--- config.mk ---
export PLATFORM = sky130hd
export DESIGN_NAME = fxp_accum_seq
export DESIGN_NICKNAME = d
export VERILOG_FILES = /design/src/rtl/fxp_accum_seq.sv
export SDC_FILE = /design/constraint.sdc
export NUM_CORES = 1
export LEC_CHECK = 0
export CAP_MARGIN = 10
export CORE_ASPECT_RATIO = 0.6
export CORE_MARGIN = 2
export CORE_UTILIZATION = 32
export CTS_BUF_LIST = sky130_fd_sc_hd__clkbuf_8
export CTS_CLUSTER_DIAMETER = 100
export DETAILED_ROUTE_END_ITERATION = 10
export GPL_TIMING_DRIVEN = 0
export PLACE_DENSITY = 0.75
export SYNTH_ARGS = -nofsm -noshare
export SYNTH_HDL_FRONTEND = slang
export SYNTH_SLANG_ARGS = --single-unit
--- constraint.sdc ---
create_clock -name clk -period 1.2 [get_ports clk]
set_input_delay 0.18 -clock clk [delete_from_list [all_inputs] [get_ports clk]]
set_output_delay 0.18 -clock clk [all_outputs]
set_load 0.05 [all_outputs]
--- src/rtl/fxp_accum_seq.sv ---
// Frame accumulator sequencer: drives an external add/sub unit and registers a
// saturating running sum, presenting the frame result through valid/ready.
module fxp_accum_seq #(
  parameter int N   = 8,
  parameter int LEN = 4,
  parameter bit SAT = 1'b1
) (
  input  logic         clk,
  input  logic         reset,
  input  logic         in_valid,
  output logic         in_ready,
  input  logic [N-1:0] in_data,
  input  logic         in_sub,
  output logic         out_valid,
  input  logic         out_ready,
  output logic [N-1:0] out_data,
  output logic         out_ccn,
  output logic         out_ccz,
  output logic         out_ccc,
  output logic         out_ovf,
  output logic [N-1:0] add_x,
  output logic [N-1:0] add_y,
  output logic         add_sub,
  input  logic [N-1:0] add_result,
  input  logic         add_ccn,
  input  logic         add_ccz,
  input  logic         add_ccv,
  input  logic         add_ccc
);

  localparam int CNT_W = (LEN > 1) ? $clog2(LEN) : 1;
  localparam logic [CNT_W-1:0] CNT_LAST = CNT_W'(LEN - 1);
  localparam logic [N-1:0] MAX_POS = {1'b0, {(N-1){1'b1}}};
  localparam logic [N-1:0] MIN_NEG = {1'b1, {(N-1){1'b0}}};

  typedef enum logic [0:0] {
    ST_ACC  = 1'b0,
    ST_DONE = 1'b1
  } state_e;

  state_e             state_q;
  logic [N-1:0]       acc_q, acc_d;
  logic [CNT_W-1:0]   cnt_q;
  logic               n_q, n_d;
  logic               z_q, z_d;
  logic               c_q;
  logic               ovf_q;

  // Saturation select: an overflowed result with MSB set came from two positives.
  always_comb begin
    acc_d = add_result;
    n_d   = add_ccn;
    z_d   = add_ccz;
    if (SAT && add_ccv) begin
      if (add_result[N-1]) begin
        acc_d = MAX_POS;
        n_d   = 1'b0;
        z_d   = 1'b0;
      end else begin
        acc_d = MIN_NEG;
        n_d   = 1'b1;
        z_d   = 1'b0;
      end
    end else begin
      acc_d = add_result;
      n_d   = add_ccn;
      z_d   = add_ccz;
    end
  end

  // Frame FSM with accumulator, operand counter and flag registers.
  always_ff @(posedge clk or posedge reset) begin
    if (reset) begin
      state_q <= ST_ACC;
      acc_q   <= '0;
      cnt_q   <= '0;
      n_q     <= 1'b0;
      z_q     <= 1'b0;
      c_q     <= 1'b0;
      ovf_q   <= 1'b0;
    end else begin
      case (state_q)
        ST_ACC: begin
          if (in_valid) begin
            acc_q <= acc_d;
            n_q   <= n_d;
            z_q   <= z_d;
            c_q   <= add_ccc;
            ovf_q <= ovf_q | add_ccv;
            if (cnt_q == CNT_LAST) begin
              cnt_q   <= '0;
              state_q <= ST_DONE;
            end else begin
              cnt_q <= cnt_q + CNT_W'(1);
            end
          end
        end
        ST_DONE: begin
          if (out_ready) begin
            acc_q   <= '0;
            n_q     <= 1'b0;
            z_q     <= 1'b0;
            c_q     <= 1'b0;
            ovf_q   <= 1'b0;
            state_q <= ST_ACC;
          end
        end
        default: begin
          state_q <= ST_ACC;
        end
      endcase
    end
  end

  assign in_ready  = (state_q == ST_ACC);
  assign out_valid = (state_q == ST_DONE);
  assign out_data  = acc_q;
  assign out_ccn   = n_q;
  assign out_ccz   = z_q;
  assign out_ccc   = c_q;
  assign out_ovf   = ovf_q;

  assign add_x   = acc_q;
  assign add_y   = in_data;
  assign add_sub = in_sub;

endmodule

==> reports/metrics.csv <==
metric,value,unit
slowest_stage,clkdlybuf4s15_2,
gr-total-overflow,0,
rsz0062_at_grt,false,
vias,738,
wl_met2,1.014,mm
finalCritPeriodShare,97.25,%
regToRegStartpoint,out_valid$_DFF_PP0_,
grt_antenna_before_repair,0,
dr.first_iter.drc_count,22,
ant_nets,0,
clock-sinks,15,
slew_violations,0,
critPathBufInv,1,
grt_pass1_wl,3.167,mm
p_per_area,2300,nW/um2
ys_types,21,
hold_path_class,in2async,
dpl_cell_area,1277,um2
worst-r2r-cell-count,4,
hold_viol,0,
setup_viol,0,
muxShareOfSynthArea,1.286,%
synthXorXnorAreaFrac,1.125,%
synth_fp_nets,109,
yosysTopAreaCell,dfrtp_1,
route.met3.wl,169,um
min_period,1.167,ns
end_kind,output port,
hold_buffers,0,
p_seq_share,27.8,%
max_freq,856.9,MHz
clock_latency,0.25,ns
synth_area,778.2,um2
worst_hold_slack,0.2784,ns
skew,0.006587,ns
synth_fa_ha_area_share,1.608,%
pwr-share-clk,14.2,%
cp.required,1.02,ns
tns,0,ns
met1_length,812,um
p_sw,1444,uW
portBuffers,46,
drc,0,
synthCells,83,
critPathArrivalTime,0.99,ns
rows,13,
synth.area.top_cells,"dfrtp_1, buf_4, a21oi_1",
crit_chain,clkdlybuf4s15_2,
avgSynthCellArea,9.376,um2
die_w,67.67,um
p_comb_share,58.0,%
maxCapViolations,0,
clockRootBuffer,clkbuf_8,
cts_tree,built,
synth_seq_area_share,48.23,%
final_cell_mix,"buf_2, buf_4, clkdlybuf4s50_1",
p_leak,0.0006252,uW
swShare,50.90,%
yosysTopAreaCellShare,48.23,%
layout-drive-gt1-share,35.34,%
vias_per_cell,4.528,
synth_top_family_by_area,buffers and inverters,
coreArea,2228,um2
ys_ff_latch,15,
slowest_delay,0.38,ns
syn2layout_area_growth,58.52,%
relSlewSlack,63.03,%
intPower,1393,uW
grt_pass1_vias,728,
post-route-cell-area,1234,um2
critPathKind,reg2out,
wl,2.024,mm
path_max_fanout,3,
layout_commonest_cell,buf_2,
initial_core_util,34.92,%
grt_usage,15.05,%
fin_nets,160,
dieArea,2855,um2
cts-htree-levels,1,
io_pins,56,
vdd_drop_max,671.0,uV
die_y,42.20,um
synthSimpleGateAreaFrac,10.29,%
yosysWarnings,0,
path_delay_family,buffers and inverters,
synth_compound_area_share,16.40,%
reg2reg_to,add_x[3]$_DFFE_PP0P_,
status,completed,
rrSetupSlack,0.10,ns
gp_congestion,0.7680,
cts_buffer_depth,2,
tightest_slew,0.5539,ns
topRoutingLayerUsed,met4,
dpl.hpwl,1.575,mm
crit_path_start_kind,flop,
grt_start_max_net_pins,16,
avgRoutedWirePerCell,12.42,um
numCtsBuffers,3,
clk_pin_slew_worst_paths,0.06,ns
drtPass1Iterations,4,
insertedDiodeCount,0,
postCtsSetupRepairBufs,0,
## layout make-up
cell class / count / area [um2]
multi-input cells: 44 / 239.0
clock inverters: 1 / 5.005
well taps: 30 / 37.54
repair buffers: 46 / 370.4
clock buffers: 3 / 41.29
fillers: 212 / 994.7
flip-flops and latches: 15 / 376.6
inverters: 4 / 15.01
plain buffers: 20 / 148.9
## cells in the mapped netlist
| master | n |
|---|---|
| o21ai_0 | 1 |
| ha_1 | 1 |
| a21o_1 | 1 |
| and2_1 | 1 |
| dfrtp_1 | 15 |
| buf_6 | 1 |
| buf_2 | 2 |
| inv_1 | 4 |
| buf_4 | 17 |
| xnor2_1 | 1 |
| nor2b_1 | 2 |
| nand2_1 | 12 |
| nand3_1 | 1 |
| o22ai_1 | 1 |
| a22o_1 | 1 |
| a21oi_1 | 9 |
| o21ai_1 | 9 |
| nor3_1 | 1 |
| mux2i_1 | 1 |
| a32o_1 | 1 |
| nand2b_1 | 1 |
## per-layer routing
layer / vias to the layer above / track usage [%]
met2: 34 / 27.06
li1: 361 / -
met5: - / 0
met1: 339 / 17.03
met3: 4 / 4.032
met4: 0 / 4.898
## registers in the layout, indices dropped and copies added, names as in the netlist
register / count
out_ccz: 1
out_ccn: 1
cnt_q: 2
out_valid: 1
add_x: 8
out_ccc: 1
out_ovf: 1
## through the flow
stage                     setup WS (ns)  power (uW)  std cells  util, %
after floorplan                0.005895        2017         83        -
after global placement          -0.2937        2574        159    57.33
after detailed placement        -0.2970        2616        159    57.33
after CTS                       0.01225        2897        163    57.16
after global routing           0.002694        2975        163    55.36
final                           0.03303        2837        163    55.36
## timing repair
| item | 4_1_cts | 5_1_grt |
|---|---|---|
| hold endpoints to repair | 0 | 0 |
| setup endpoints to repair | 31 | 8 |
| pin swaps | 0 | 0 |
| gates resized for setup | 98 | 15 |
## how the worst max path moves through the flow
| stage | start | endpoint | slack (ns) | depth (start not counted) |
|---|---|---|---|---|
| after CTS | add_x[4]$_DFFE_PP0P_ | add_x[4] | 0.01 | 1 |
| after global placement | out_valid$_DFF_PP0_ | in_ready | -0.29 | 2 |
| after global routing | add_x[5]$_DFFE_PP0P_ | out_data[5] | 0.003 | 2 |
| final | add_x[2]$_DFFE_PP0P_ | add_x[2] | 0.03 | 1 |
| after detailed placement | out_valid$_DFF_PP0_ | in_ready | -0.30 | 2 |
| after floorplan | out_valid$_DFF_PP0_ | out_valid$_DFF_PP0_ | 0.006 | 2 |
## cell families (layout without fill, tap and decap cells)
| group | after synthesis | count (layout) |
|---|---|---|
| AND/OR/NAND/NOR | 18 | 18 |
| adder cells (fa/ha/maj) | 1 | 1 |
| AO/OA/AOI/OAI | 23 | 23 |
| XOR/XNOR | 1 | 1 |
| buffers and inverters | 24 | 74 |
| flip-flops | 15 | 15 |
| multiplexers | 1 | 1 |
## power groups by stage
stage	clock network, uW	logic (uW)	registers (uW)
after CTS	414	1690	792
final	403	1650	788
after floorplan	0	788	1230
after global routing	439	1720	812
after global placement	0	1780	793
after detailed placement	0	1820	800
## worst reg2reg max path, cell delays in order, from the launching register on
cell     delay (ns)
dfrtp_2        0.41
mux2i_1        0.29
buf_6          0.18
nand2_1        0.07
o21ai_1        0.08
(Power assumes the default switching activity.)
